### config.mk
export PLATFORM = sky130hd
export DESIGN_NAME = exc_scheduler
export DESIGN_NICKNAME = d
export VERILOG_FILES = /design/src/rtl/exc_scheduler_pkg.sv /design/src/rtl/exc_scheduler_irq_pending.sv /design/src/rtl/exc_scheduler.sv
export SDC_FILE = /design/constraint.sdc
export NUM_CORES = 1
export LEC_CHECK = 0
export ABC_CLOCK_PERIOD_IN_PS = 2300
export BUFFER_PORTS_ARGS = -buffer_cell sky130_fd_sc_hd__buf_2
export CELL_PAD_IN_SITES_DETAIL_PLACEMENT = 2
export CELL_PAD_IN_SITES_GLOBAL_PLACEMENT = 2
export CORE_ASPECT_RATIO = 1.4
export CORE_MARGIN = 3
export CORE_UTILIZATION = 32
export DETAILED_ROUTE_END_ITERATION = 8
export MAX_ROUTING_LAYER = met4
export PLACE_DENSITY_LB_ADDON = 0.1
export SLEW_MARGIN = 20
export SYNTH_ARGS = -nofsm -noshare
export SYNTH_HDL_FRONTEND = slang
export SYNTH_HIERARCHICAL = 1
export SYNTH_SLANG_ARGS = --single-unit
### constraint.sdc
create_clock -name clock -period 2.3 [get_ports clock]
set_input_delay 0.46 -clock clock [delete_from_list [all_inputs] [get_ports clock]]
set_output_delay 0.46 -clock clock [all_outputs]
set_load 0.01 [all_outputs]
### src/rtl/exc_scheduler_pkg.sv
// Exception scheduler shared types: cause codes, FSM states and the
// interrupt line count used by the scheduler and its pending latch.
package exc_scheduler_pkg;

    localparam int IrqCount = 6;

    typedef enum logic [4:0] {
        ExcInt  = 5'd0,
        ExcSys  = 5'd8,
        ExcBp   = 5'd9,
        ExcTr   = 5'd13,
        ExcNone = 5'd31
    } ExcCodeEnum;

    typedef enum logic [1:0] {
        IDLE,
        PRESENT,
        HANDLER
    } ExcSchedState;

endpackage

### src/rtl/exc_scheduler_irq_pending.sv
// Interrupt edge detector and sticky pending latch.
// Ports: clock, reset (async high), irq (level lines), clear (one-hot
// delivered mask), pending (latched rising edges).
module irq_pending
    import exc_scheduler_pkg::*;
#(
    parameter int Width = IrqCount
) (
    input  logic             clock,
    input  logic             reset,
    input  logic [Width-1:0] irq,
    input  logic [Width-1:0] clear,
    output logic [Width-1:0] pending
);

    logic [Width-1:0] prev;

    // History resets low so a line already high at release counts as
    // an edge. A new edge wins over a same-cycle clear.
    always_ff @(posedge clock or posedge reset) begin
        if (reset) begin
            prev    <= '0;
            pending <= '0;
        end else begin
            prev    <= irq;
            pending <= (pending & ~clear) | (irq & ~prev);
        end
    end

endmodule

### src/rtl/exc_scheduler.sv
// Exception scheduler: prioritises sync exceptions and latched interrupts,
// presents one cause to CP0, tracks handler residency, counts drops.
// Inputs: clock, reset, enable, syncReq{Tr,Bp,Sys}, pc, irq, irqMask, ie,
// eret, excAck. Outputs: excValid, excCode, excPc, stall, inHandler,
// dropCount.
module exc_scheduler
    import exc_scheduler_pkg::*;
(
    input  logic                clock,
    input  logic                reset,
    input  logic                enable,
    input  logic [2:0]          syncReq,
    input  logic [31:0]         pc,
    input  logic [IrqCount-1:0] irq,
    input  logic [IrqCount-1:0] irqMask,
    input  logic                ie,
    input  logic                eret,
    input  logic                excAck,
    output logic                excValid,
    output ExcCodeEnum          excCode,
    output logic [31:0]         excPc,
    output logic                stall,
    output logic                inHandler,
    output logic [7:0]          dropCount
);

    localparam logic [IrqCount-1:0] One = IrqCount'(1);

    ExcSchedState        state;
    ExcCodeEnum          selCode;
    logic [IrqCount-1:0] pending;
    logic [IrqCount-1:0] active;
    logic [IrqCount-1:0] lowest;
    logic [IrqCount-1:0] excLine;
    logic [IrqCount-1:0] clearMask;
    logic                syncAny;
    logic                syncLost;
    logic                eligible;
    logic                dropNow;

    irq_pending #(
        .Width(IrqCount)
    ) u_pending (
        .clock  (clock),
        .reset  (reset),
        .irq    (irq),
        .clear  (clearMask),
        .pending(pending)
    );

    // irqMask bit set means the line is blocked.
    assign active   = ie ? (pending & ~irqMask) : '0;
    // Isolate the lowest-numbered active line (highest irq priority).
    assign lowest   = active & (~active + One);
    assign syncAny  = |syncReq;
    // More than one sync strobe: only the winner is taken.
    assign syncLost = (syncReq & (syncReq - 3'd1)) != 3'd0;
    assign eligible = syncAny || (|active);
    assign dropNow  = (state == IDLE) ? syncLost : syncAny;

    assign clearMask = (enable && state == PRESENT && excAck)
                     ? excLine : '0;

    always_comb begin
        selCode = ExcNone;
        if (syncReq[0])      selCode = ExcSys;
        else if (syncReq[1]) selCode = ExcBp;
        else if (syncReq[2]) selCode = ExcTr;
        else if (|active)    selCode = ExcInt;
    end

    always_ff @(posedge clock or posedge reset) begin
        if (reset) begin
            state     <= IDLE;
            excValid  <= 1'b0;
            excCode   <= ExcNone;
            excPc     <= '0;
            excLine   <= '0;
            stall     <= 1'b0;
            inHandler <= 1'b0;
            dropCount <= '0;
        end else if (enable) begin
            if (dropNow && dropCount != 8'hff)
                dropCount <= dropCount + 8'd1;
            case (state)
                IDLE: begin
                    if (eligible) begin
                        state    <= PRESENT;
                        excValid <= 1'b1;
                        stall    <= 1'b1;
                        excCode  <= selCode;
                        excPc    <= pc;
                        excLine  <= syncAny ? '0 : lowest;
                    end
                end
                PRESENT: begin
                    if (excAck) begin
                        state     <= HANDLER;
                        excValid  <= 1'b0;
                        stall     <= 1'b0;
                        inHandler <= 1'b1;
                    end
                end
                HANDLER: begin
                    if (eret) begin
                        state     <= IDLE;
                        inHandler <= 1'b0;
                    end
                end
                default: begin
                    state     <= IDLE;
                    excValid  <= 1'b0;
                    stall     <= 1'b0;
                    inHandler <= 1'b0;
                end
            endcase
        end
    end

endmodule

==> results of run 1 <==
stage by stage:
| step | setup WS, ns | util, % | instances |
|---|---|---|---|
| finish | 0.263 | 43.7 | 433 |
| global route | 0.214 | 43.7 | 433 |
| CTS | 0.250 | 43.7 | 433 |
| detailed placement | 0.147 | 40.6 | 418 |
| global placement | 0.161 | 40.6 | 418 |
| floorplan | 0.362 | - | 215 |
cell type report:
type | instances | share of cell area, %
Inverter | 16 | 1.57
Clock buffer | 12 | 6.70
Sequential cell | 66 | 43.3
Timing Repair Buffer | 106 | 14.6
Clock inverter | 3 | 0.392
Tap cell | 105 | 3.43
Multi-Input combinational cell | 125 | 30.0
cell usage in the layout, fill, tap and decap left out, drive strengths merged, types with 2 or more instances in the layout:
master and count:
a22o 3, o21a 2, o21ai 6, a32o 3, a221o 2, nor2 8
inv 16, o22ai 6, nor2b 5, buf 106, clkinv 3, dfstp 4
nor4 3, clkbuf 12, nand2b 2, nor4b 2, nor3b 2, nor3 6
and2 6, nand3 5, xor2 7, mux2 33, o211ai 2, nand2 11
dfrtp 62
routing by layer:
| metal | vias up | track usage, % | routed length, um |
|---|---|---|---|
| li1 | 969 | - | - |
| met1 | 1037 | 19.5 | 3040 |
| met2 | 69 | 24.2 | 3860 |
| met3 | 12 | 4.91 | 482 |
| met4 | 0 | 6.14 | 133 |
| met5 | - | - | 0 |
sequential cells by signal, indices dropped and copies added (netlist names):
register,cells
u_pending/prev,6
excLine,6
excCode,4
dropCount,8
stall,1
state,2
u_pending/pending,6
inHandler,1
excPc,32
power breakdown:
group	switching (uW)	internal, uW
Clock	473	776
Combinational	809	944
Sequential	308	1610
logic make-up (layout without fill, tap and decap cells):
| logic type | Yosys count | count (layout) |
|---|---|---|
| DFF | 66 | 66 |
| and+or+nand+nor | 53 | 53 |
| muxes | 33 | 33 |
| AOI/OAI and AO/OA | 30 | 30 |
| buffers and inverters | 24 | 137 |
| xor gates and xnor gates | 7 | 7 |
| adders and majority gates | 2 | 2 |
critical path: stages (launching register included):
cell and delay, ns:
dfrtp_1 0.37, nor2b_4 0.14, or4_4 0.58, o21a_4 0.43, mux2_1 0.38
worst max path at each step:
stage | startpoint | endpoint | slack, ns
detailed placement | enable | excPc[29] | 0.15
floorplan | irqMask[2] | excPc[0] | 0.36
global placement | enable | excPc[29] | 0.16
global route | u_pending/pending[2] | excPc[29] | 0.21
finish | u_pending/pending[2] | excPc[29] | 0.26
CTS | u_pending/pending[2] | excPc[29] | 0.25
==> flow_summary_export.csv, run 1 <==
group,metric,value,unit
grt,grt_max_degree,55,
clock_network,clock_latency,0.33,ns
clock_network,cts_resized,0,
synthesis,yosysMostFrequentCell,"dfrtp_1",
clock_network,clock_path_buffers,2,
sta,setup_viol,0,
floorplanning,die_width,86.9,um
clock_network,cts_sinks,66,
floorplanning,pin_count,101,
sta,whs,0.166,ns
floorplanning,start_util,33.5,%
placed_design,place.gp.congestion,0.735,
critical_path,required,2.51,ns
route,vias,2087,
synthesis,syn_nets,269,
placed_design,dp_hpwl,5.49,mm
synthesis,netlist_instances,215,
grt,grt_pass1_wl,12.2,mm
pwr,leakage,0.00195,uW
synthesis,synth_commonest_cells,"dfrtp_1 (62), mux2_4 (30), inv_1 (16), nand2_1 (11), nor2_1 (8)",
grt,grt_usage,15.9,%
floorplanning,fp.coreArea,8760,um^2
synthesis,async_flop_share,100,%
synthesis,synth_top_cell_area_share,52.9,%
synthesis,synth-seq-cells,66,
synthesis,synth.area.top_cells,"dfrtp_1 (53%), mux2_4 (15%), dfstp_2 (3.6%), o22ai_2 (2.6%), xor2_1 (2.1%)",
floorplanning,dieArea,10400,um^2
worst_hold_path,min_path_type,"input pin to async pin",
synthesis,syn_avg_cell_area,13.6,um^2
sta,maxSlewHeadroom,58.0,%
sta,hold_viol_final,0,
cells_and_area,n_antenna_cell,0,
clock_network,post-cts-setup-buffers,0,
cells_and_area,area.growth.synth_to_final,30.5,%
critical_path,reg2reg_slack,0.26,ns
sta,clock_skew,0.00394,ns
synthesis,yosysTopAreaCell,"dfrtp_1",
synthesis,synthSimpleGateAreaFrac,10.3,%
clock_network,cts_buffers,9,
critical_path,rr_endpoint,"excPc[29]",
route,drc,0,
sta,period_minus_slack,2.04,ns
synthesis,ys_seq_area_share,56.5,%
cells_and_area,fin_nets,378,
route,drt-initial-drc-count,62,
sta,rsz0062_at_grt,"false",
clock_network,hold_buffers,0,
critical_path,end_kind,"flip-flop",
route,drt-wirelength-per-cell,17.3,um
pwr,powerDensity,1290,nW/um^2
synthesis,ys_warn_count,6,
flow_run,cap_violations,0,
critical_path,crit_arrival,2.25,ns
floorplanning,die_h,119,um
critical_path,start_kind,"flip-flop",
grt,antenna_found_initial,0,
cells_and_area,drive_above_1_share,51.2,%
route,drt_pass1_iterations,4,
synthesis,netlist_area,2930,um^2
sta,slew_viol_final,0,
synthesis,synth_top_family_by_area,"multiplexers",
route,viasPerCell,4.82,
floorplanning,rows,40,
cells_and_area,fin_area,3830,um^2
clock_network,cts_max_level,3,
route,routed_wl,7.51,mm
clock_network,clk_pin_slew,0.05,ns
sta,min_period_over_period,88.6,%
cells_and_area,regArea,1660,um^2
cells_and_area,fill_cells,905,
critical_path,reg2regPathDepth,4,
synthesis,synth_xor_area_share,2.09,%
sta,fin_setup_tns,0,ns
placed_design,port_buffers,100,
synthesis,synth_edf_count,0,
critical_path,rr_startpoint,"u_pending/pending[2]",
grt,grt_pass1_vias,2293,
clock_network,cts_tree,"yes",
route,drtAntennaViolNets,0,
synthesis,synth_compound_area_share,9.47,%
synthesis,synthAdderAreaFrac,0.768,%
synthesis,synth_mux_area_share,16.5,%
critical_path,critPathKind,"flip-flop to flip-flop",
critical_path,path_max_fanout,32,
sta,worst_pin_slew,0.630,ns
grt,grt_overflow,0,
placed_design,placed_cell_area,3550,um^2
synthesis,ys.flop_type,"dfrtp_1",
outcome,outcome,"finished, final reports clean",
synthesis,ys_types,41,
cells_and_area,multiInputGateArea,1150,um^2
pwr,ir_drop,0.503,mV
sta,fmax,491,MHz
pwr,power,4920,uW
clock_network,ctsRootBufferMaster,"clkbuf_16",
(Power assumes the default switching activity.)
==> inputs of run 2 (changes only) <==
--- a/config.mk
+++ b/config.mk
@@ -5,14 +5,15 @@
 export SDC_FILE = /design/constraint.sdc
 export NUM_CORES = 1
 export LEC_CHECK = 0
+export ABC_AREA = 1
 export ABC_CLOCK_PERIOD_IN_PS = 2300
-export BUFFER_PORTS_ARGS = -buffer_cell sky130_fd_sc_hd__buf_2
 export CELL_PAD_IN_SITES_DETAIL_PLACEMENT = 2
 export CELL_PAD_IN_SITES_GLOBAL_PLACEMENT = 2
 export CORE_ASPECT_RATIO = 1.4
 export CORE_MARGIN = 3
-export CORE_UTILIZATION = 32
+export CORE_UTILIZATION = 36
 export DETAILED_ROUTE_END_ITERATION = 8
+export DONT_BUFFER_PORTS = 1
 export MAX_ROUTING_LAYER = met4
 export PLACE_DENSITY_LB_ADDON = 0.1
 export SLEW_MARGIN = 20
==> run 2 against run 1 <==
  * Sequential cell count unchanged
  * Clock skew rose by 0.0056 ns
  * Clock power is 6% higher
  * Combinational power shrank 47%
  * Sequential share of layout area rose by 6.0 points
  * Area after synthesis increased by 4.1%
  * Fmax rose by 13%
  * Non-clock buffer count shrank 102
  * Final area down 12%
  * First-iteration DRC count fell by 11%
  * Global-route usage grew 1.4 points
  * Utilization decreased by 2.7 points
  * Largest cell class unchanged
  * Highest routed layer unchanged
==> flow_summary_export.csv, run 2 <==
group,metric,value,unit
outcome,outcome,"finished, final reports clean",
sta,fmax,556,MHz
grt,antenna_found_initial,0,
clock_network,hold_buffers,0,
cells_and_area,top_register,"excPc",
placed_design,dp_hpwl,5.44,mm
synthesis,synth_edf_count,0,
synthesis,ys_seq_area_share,54.3,%
critical_path,critPathTopFamily,"simple AND/OR/NAND/NOR gates",
critical_path,cpMostUsedCell,"nand2_1",
clock_network,cts_resized,0,
grt,grt_pass1_vias,2570,
sta,rsz0062_at_grt,"false",
floorplanning,die_h,115,um
sta,worst_pin_slew,0.515,ns
route,drt-wirelength-per-cell,16.4,um
route,routed_wl,7.42,mm
critical_path,path_buf_inv,2,
synthesis,synth_top_cell_area_share,50.8,%
synthesis,ys.flop_type,"dfrtp_1",
placed_design,place.gp.congestion,0.724,
synthesis,synth.area.top_cells,"dfrtp_1 (51%), nand2_1 (15%), nand2_2 (6.2%), inv_1 (4.4%), dfstp_2 (3.4%)",
synthesis,async_flop_share,100,%
floorplanning,dieArea,9630,um^2
grt,grt_max_degree,46,
cells_and_area,area.growth.synth_to_final,10.0,%
placed_design,port_buffers,0,
cells_and_area,drive_above_1_share,18.2,%
route,drt-initial-drc-count,55,
floorplanning,fp.coreArea,8200,um^2
synthesis,ys_warn_count,6,
floorplanning,rows,39,
critical_path,required,2.57,ns
route,vias,2253,
sta,slew_viol_final,0,
clock_network,cts_buffers,9,
clock_network,clock_path_buffers,2,
synthesis,netlist_area,3050,um^2
route,drt_pass1_iterations,4,
floorplanning,pin_count,101,
critical_path,path_max_fanout,8,
synthesis,synth-seq-cells,66,
grt,grt_pass1_wl,12.7,mm
cells_and_area,fin_nets,400,
pwr,powerDensity,1290,nW/um^2
clock_network,post-cts-setup-buffers,0,
synthesis,synth_commonest_cells,"nand2_1 (125), dfrtp_1 (62), inv_1 (36), nand2_2 (30), nor2_1 (18)",
critical_path,crit_arrival,2.07,ns
critical_path,end_kind,"flip-flop",
synthesis,syn_nets,396,
sta,clock_skew,0.00956,ns
floorplanning,die_width,83.8,um
clock_network,ctsRootBufferMaster,"clkbuf_16",
sta,setup_viol,0,
synthesis,netlist_instances,342,
cells_and_area,final_common_cell,"nand2_1",
clock_network,clk_pin_slew,0.06,ns
critical_path,start_kind,"flip-flop",
critical_path,cp_cell_sequence,"inv_1 -> nand2_1 -> o21ai_0 -> nor2_1 -> nand3_1 -> nor2_1 -> inv_1 -> nand2_1 -> nand2_1",
sta,maxSlewHeadroom,65.3,%
placed_design,dp.cells,437,
clock_network,cts_sinks,66,
synthesis,yosysMostFrequentCell,"nand2_1",
route,drtAntennaViolNets,0,
floorplanning,start_util,37.2,%
sta,min_period_over_period,78.3,%
synthesis,syn_avg_cell_area,8.92,um^2
cells_and_area,reg_top3,"excPc (32), dropCount (8)",
clock_network,clock_latency,0.33,ns
route,viasPerCell,4.97,
flow_run,cap_violations,0,
synthesis,yosysTopAreaCell,"dfrtp_1",
route,drc,0,
pwr,ir_drop,0.489,mV
critical_path,slowest_delay,0.42,ns
synthesis,ys_types,31,
grt,grt_usage,17.3,%
cells_and_area,final_cell_mix,"nand2_1 (125), dfrtp_1 (62), inv_1 (35)",
critical_path,critPathKind,"flip-flop to flip-flop",
sta,hold_viol_final,0,
worst_hold_path,min_path_type,"input pin to async pin",
clock_network,cts_max_level,3,
cells_and_area,largest_reg_flops,32,
grt,grt_overflow,0,
clock_network,cts_tree,"yes",
critical_path,cp_slowest_cell,"o21ai_0",
cells_and_area,n_antenna_cell,0,
cells_and_area,final_cells,453,
pwr,leakage,0.00167,uW
sta,period_minus_slack,1.80,ns
sta,fin_setup_tns,0,ns
run 2: worst paths after layout:
check	startpoint	to	slack (ns)	depth (start not counted)
worst min register to register	u_pending/pending[5]	u_pending/pending[5]	0.48	2
worst min-delay path	reset	u_pending/pending[5]	0.01	1
max in group asynchronous	reset	excCode[3]	1.59	2
min in group clock	irq[5]	u_pending/prev[5]	0.15	0
worst max register to register	state[1]	u_pending/pending[4]	0.50	9
worst max-delay path	state[1]	u_pending/pending[4]	0.50	9
run 2: cells by family (layout without fill, tap and decap cells):
kind of cell    Yosys count  count (layout)  share of synthesized area, %
buf+inv                  49              58                          9.47
fa+ha+maj                 1               1                         0.410
simple gates            199             199                          30.3
compound gates           20              20                          3.53
flops                    66              66                          54.3
xor+xnor                  7               7                          2.01
run 2: cell type report:
class	instances	area, um^2
Inverter	38	150
Clock inverter	6	58.8
Timing Repair Buffer	4	30.0
Clock buffer	10	229
Fill cell	905	4840
Tap cell	102	128
Multi-Input combinational cell	227	1110
Sequential cell	66	1660
run 2: layer usage:
layer  share of wire [%]  wire, um  track usage (%)  vias to the layer above
met5                   0         0                -                        -
met3                 5.9       438             4.30                       10
met4                 2.0       147             8.69                        0
met1                  39      2890             19.0                     1124
met2                  53      3940             29.0                       68
li1                    -         -                -                     1051
run 2: power by group:
part           internal [uW]  switching [uW]  leakage, uW
combinational            326             596     0.000729
clock                    832             499     0.000146
sequential              1580             496     0.000797
run 2: stage by stage:
step                      total power (uW)  setup slack, ns  utilization [%]  hold WS (ns)  cell area (um^2)
after detailed placement              3060            0.496             37.5         0.381              3070
final                                 4330            0.500             41.0        0.0136              3360
after global routing                  4680            0.206             41.0        0.0455              3360
after floorplan                       2870            0.532                -         0.325              3050
after global placement                3000            0.537             37.5         0.375              3070
after CTS                             4430            0.504             41.0        0.0251              3360
